## config.mk

```make
export PLATFORM = sky130hd
export DESIGN_NAME = fetch_stage
export DESIGN_NICKNAME = d
export VERILOG_FILES = /design/src/rtl/fetch_stage.sv
export SDC_FILE = /design/constraint.sdc
export NUM_CORES = 1
export LEC_CHECK = 0
export CAP_MARGIN = 20
export CORE_MARGIN = 2
export CORE_UTILIZATION = 45
export DETAILED_ROUTE_END_ITERATION = 12
export PLACE_DENSITY_LB_ADDON = 0.12
export SYNTH_ARGS = -nofsm -noshare
export SYNTH_HDL_FRONTEND = slang
export SYNTH_SLANG_ARGS = --single-unit
export TNS_END_PERCENT = 5
```

## constraint.sdc

```tcl
create_clock -name i_clock -period 4.4 [get_ports i_clock]
set_clock_uncertainty 0.15 [all_clocks]
set_input_delay 1.32 -clock i_clock [delete_from_list [all_inputs] [get_ports i_clock]]
set_output_delay 1.32 -clock i_clock [all_outputs]
set_load 0.005 [all_outputs]
```

## src/rtl/fetch_stage.sv

```systemverilog
// fetch_stage: instruction fetch front end between the PC and the instruction cache.
//
// Holds the fetch PC and issues one read per cycle to the cache. A hit pushes {pc, inst}
// into a small output FIFO and advances the PC. A miss parks the stage in StMiss until the
// cache stops filling, and then the same PC is re-read. A redirect loads a new PC and flushes
// the FIFO. Decode consumes FIFO entries over a valid/ready handshake.
//
// Optional feature: define FETCH_PERF_COUNTERS_EN to add saturating hit/miss counters.
//
// Ports:
//   i_clock, i_reset         clock; synchronous active-high reset
//   o_ic_addr, o_ic_rd       cache read address and request
//   i_ic_inst, i_ic_busy,    cache data, line-fill busy, hit for the current read
//   i_ic_hit
//   i_redirect, i_redirect_pc  load a new PC and flush buffered instructions
//   o_valid, i_ready         decode handshake
//   o_inst, o_pc             FIFO head entry (registered)
//   o_hit_count, o_miss_count  perf counters (FETCH_PERF_COUNTERS_EN only)
module fetch_stage #(
    parameter int unsigned           ADDR_WIDTH = 12,
    parameter int unsigned           DATA_WIDTH = 32,
    parameter logic [ADDR_WIDTH-1:0] RESET_PC   = '0,
    parameter int unsigned           FIFO_DEPTH = 2
) (
    input  logic                  i_clock,
    input  logic                  i_reset,
    output logic [ADDR_WIDTH-1:0] o_ic_addr,
    output logic                  o_ic_rd,
    input  logic [DATA_WIDTH-1:0] i_ic_inst,
    input  logic                  i_ic_busy,
    input  logic                  i_ic_hit,
    input  logic                  i_redirect,
    input  logic [ADDR_WIDTH-1:0] i_redirect_pc,
    output logic                  o_valid,
    input  logic                  i_ready,
    output logic [DATA_WIDTH-1:0] o_inst,
    output logic [ADDR_WIDTH-1:0] o_pc
`ifdef FETCH_PERF_COUNTERS_EN
    ,
    output logic [31:0]           o_hit_count,
    output logic [31:0]           o_miss_count
`endif
);

    localparam int unsigned     PTR_W     = $clog2(FIFO_DEPTH);
    localparam int unsigned     CNT_W     = PTR_W + 1;
    localparam logic [CNT_W-1:0] DEPTH_CNT = CNT_W'(FIFO_DEPTH);

    typedef enum logic [0:0] {StReq, StMiss} state_e;

    state_e                state_q, state_d;
    logic [ADDR_WIDTH-1:0] pc_q, pc_d;
    logic [ADDR_WIDTH-1:0] fifo_pc_q   [FIFO_DEPTH];
    logic [DATA_WIDTH-1:0] fifo_inst_q [FIFO_DEPTH];
    logic [PTR_W-1:0]      rd_ptr_q, wr_ptr_q;
    logic [CNT_W-1:0]      count_q;

    logic issue;
    logic push;
    logic pop;

    always_comb begin
        // Reset is folded in so the request line stays low while reset is held.
        issue   = !i_reset && (state_q == StReq) && !i_ic_busy && (count_q < DEPTH_CNT)
                  && !i_redirect;
        push    = issue && i_ic_hit;
        pop     = (count_q != '0) && i_ready;
        state_d = state_q;
        pc_d    = pc_q;
        unique case (state_q)
            StReq: begin
                if (issue && !i_ic_hit) begin
                    state_d = StMiss;
                end else if (push) begin
                    pc_d = pc_q + ADDR_WIDTH'(1);
                end
            end
            StMiss: begin
                // The outstanding fill finishes even across a redirect.
                if (!i_ic_busy) begin
                    state_d = StReq;
                end
            end
        endcase
        if (i_redirect) begin
            pc_d = i_redirect_pc;
        end
    end

    always_ff @(posedge i_clock) begin
        if (i_reset) begin
            state_q  <= StReq;
            pc_q     <= RESET_PC;
            rd_ptr_q <= '0;
            wr_ptr_q <= '0;
            count_q  <= '0;
            for (int i = 0; i < int'(FIFO_DEPTH); i++) begin
                fifo_pc_q[i]   <= '0;
                fifo_inst_q[i] <= '0;
            end
        end else begin
            state_q <= state_d;
            pc_q    <= pc_d;
            if (i_redirect) begin
                // Flush wins over any pop in the same cycle.
                rd_ptr_q <= '0;
                wr_ptr_q <= '0;
                count_q  <= '0;
            end else begin
                if (push) begin
                    fifo_pc_q[wr_ptr_q]   <= pc_q;
                    fifo_inst_q[wr_ptr_q] <= i_ic_inst;
                    wr_ptr_q              <= wr_ptr_q + PTR_W'(1);
                end
                if (pop) begin
                    rd_ptr_q <= rd_ptr_q + PTR_W'(1);
                end
                case ({push, pop})
                    2'b10:   count_q <= count_q + CNT_W'(1);
                    2'b01:   count_q <= count_q - CNT_W'(1);
                    default: count_q <= count_q;
                endcase
            end
        end
    end

    assign o_ic_addr = pc_q;
    assign o_ic_rd   = issue;
    assign o_valid   = (count_q != '0);
    assign o_inst    = fifo_inst_q[rd_ptr_q];
    assign o_pc      = fifo_pc_q[rd_ptr_q];

`ifdef FETCH_PERF_COUNTERS_EN
    logic [31:0] hit_count_q;
    logic [31:0] miss_count_q;

    // issue already excludes redirect cycles, so squashed reads are never counted.
    always_ff @(posedge i_clock) begin
        if (i_reset) begin
            hit_count_q  <= '0;
            miss_count_q <= '0;
        end else begin
            if (push && (hit_count_q != '1)) begin
                hit_count_q <= hit_count_q + 32'd1;
            end
            if (issue && !i_ic_hit && (miss_count_q != '1)) begin
                miss_count_q <= miss_count_q + 32'd1;
            end
        end
    end

    assign o_hit_count  = hit_count_q;
    assign o_miss_count = miss_count_q;
`endif

endmodule
```

==> metrics <==
Root Buffer clkbuf_8; drt via density ~5; Power Density 314 nW/µm²; Num CTS Buffers 9; CP required ~3000 ps; R2R depth 5; Site Rows 37; CTS max path bufs 2; Die X between 100 and 150 µm; Critical R2R Launch count_q[1]$_SDFFE_PP0P_; CTS Hold Bufs 0; syn_nets roughly 400; Hold EP state_q$_SDFF_PP0_; Main synth FF type edfxtp_1; Hold Crit Class reg2reg; Area Overhead vs Synth 31.2%; Peak Freq about 0.25 GHz; EDFF count, synth approximately 90; area occupied by multi-input gates 1670 µm²; DP Wirelength roughly 6300 µm; DR vias 2986; Overflow after GRT 0; overall routed net length roughly 9500 µm; RSZ-0062 raised after global routing false; Tightest Pin Transition 592 ps; Seq. cell area around 3000 µm²; area of the mapped netlist 4760 µm²; Ant. Diodes 0; Max-slew headroom about three fifths; initial antenna violation count 0; maximum vdd drop 0.138 mV; Clk Latency, worst-skew pair about 360 ps; CORE AREA 10300 µm²; DR iter-0 viols between 60 and 70; crit path max fanout 2; Pwr Total roughly 2.0 mW; CP Capture Type output pin; commonest non-fill, non-tap cells in the layout 106 x clkdlybuf4s50_1, 88 x edfxtp_1, 86 x and2_1; Die Area around 11000 µm²; status completed; Max-Cap Viols 0; synth top area cells edfxtp_1 55%, and2_1 11%, mux2_2 10%, dfxtp_1 7.6%, xnor2_1 2.0%; Max Slew Vio Count 0; Mapped Cells around 350; CP Class in2out; CTS tree yes; All-Layer GR Usage between 15 and 20%; Critical path origin i_redirect; Sink Count around 110; vias in the first global route ~3000; distinct cell type count after synthesis 40; nets around 510; fill cell count between 800 and 900; fin crit period 3990 ps; design area 6250 µm²; Final Setup Violations 0; Arr. time, crit path approximately 2500 ps; Residual DRC 0; Synth area leader edfxtp_1; top cell type's share of synthesized area between 50% and 60%; Hold Crit Depth 2; final antenna-violating net count 0; placed cell areas between 6000 and 7000 µm²; Die Height ~110 µm; Tcrit/Tclk final 90.7%; R2R Path End fifo_inst_q[0][7]$_SDFFCE_PN0P_; Initial Util a little under half; pin count of the biggest net entering global routing 45; mean routed wirelength per cell 16.0 µm; DRT Pass-1 Iters 4; Syn Area/Cell about 14 µm²; Min-Delay Startpoint state_q$_SDFF_PP0_; Worst R2R Setup Slack approximately 2000 ps; # Post-CTS Setup Buffers 0; ys async rst share 0%; global-route wire length before repair around 15000 µm; # IOs about 110; pre-CTS setup slack -47.7 ps; sequential fraction of the synthesis area a little over three fifths; final RePlAce weighted congestion 0.729; htree depth 3; CTS clock-pin slew for the worst setup and hold paths ~90 ps; #FFs+latches synth about 110; worst setup margin 410 ps; hold violation total from the final report 0; most common cell after layout, fill and taps aside clkdlybuf4s50_1; port bufs ~110; share of post-route cells with drive strength above 1 about a fifth; Hold WS between 300 and 400 ps; leakage about 2.3 nW; Yosys Warn Count 0; Worst Setup Start Kind input pin
-- worst max-delay path: stages --
cell and delay [ps]:
clkdlybuf4s50_1 420, or4_4 540, nor2_4 110, dlymetal6s2s_1 130
-- layer usage --
layer	track usage, %	part of all wire (%)
met5	0	0
met4	6.68	1.5
met3	3.53	5.0
met2	29.3	49
met1	22.4	44
-- kinds of logic (layout without fill, tap and decap cells) --
| logic type | Yosys count | count (layout) | share of synthesized area, % |
|---|---|---|---|
| AO/OA/AOI/OAI | 17 | 17 | 2.65 |
| adder cells (fa/ha/maj) | 2 | 2 | 0.525 |
| multiplexers | 46 | 46 | 10.8 |
| AND/OR/NAND/NOR | 138 | 138 | 18.2 |
| buffers and inverters | 25 | 138 | 2.36 |
| XOR/XNOR | 13 | 13 | 2.39 |
| flip-flops | 106 | 106 | 63.0 |
-- through the flow --
| step | TNS (ps) | std cells | utilization (%) |
|---|---|---|---|
| 6_report | 0 | 596 | 60.5 |
| 5_1_grt | 0 | 596 | 60.5 |
| 4_1_cts | 0 | 596 | 60.5 |
| 3_5_place_dp | -47.7 | 580 | 58.4 |
| 3_3_place_gp | 0 | 580 | 58.4 |
| 2_1_floorplan | 0 | 347 | - |
-- synth_stat cells (3+ instances only) --
master,count
a211oi_1,6
and2_1,86
buf_2,9
clkbuf_1,8
dfxtp_1,18
edfxtp_1,88
inv_1,5
mux2_2,44
nand2_1,3
nand4_1,3
nor2_1,17
nor3_1,8
nor3_2,4
xnor2_1,11
-- worst max path at each step --
stage	endpoint	slack, ps	depth (start not counted)
finish	o_ic_rd	410	4
floorplan	fifo_inst_q[1][0]$_SDFFCE_PN0P_	490	5
detailed placement	o_ic_rd	-50	4
global route	o_ic_rd	370	4
CTS	o_ic_rd	5	4
global placement	o_ic_rd	30	4
-- state kept, by name, summed over array words and instances, names as in the netlist, named ones only --
register / count
rd_ptr_q: 1
fifo_pc_q: 24
state_q: 1
wr_ptr_q: 1
fifo_inst_q: 64
o_ic_addr: 12
count_q: 2
-- area by class of cell --
class,instances,share of cell area [%]
clock buffer,13,3.06
clock inverter,3,0.280
inverter,5,0.300
multi-input combinational,216,26.8
sequential,106,48.1
tap,136,2.72
timing repair buffer,117,18.8
-- report_power, final --
part	total, mW	internal (mW)	switching [mW]
registers	1.15	1.13	0.0230
clock network	0.605	0.289	0.316
logic	0.207	0.128	0.0795
-- what timing repair did --
| item | in CTS | in global routing |
|---|---|---|
| gates resized for setup | 2 | 2 |
| pin swaps | 0 | 0 |
| setup endpoints to repair | 1 | 1 |
Note: power is estimated with default switching activity, not from simulation.
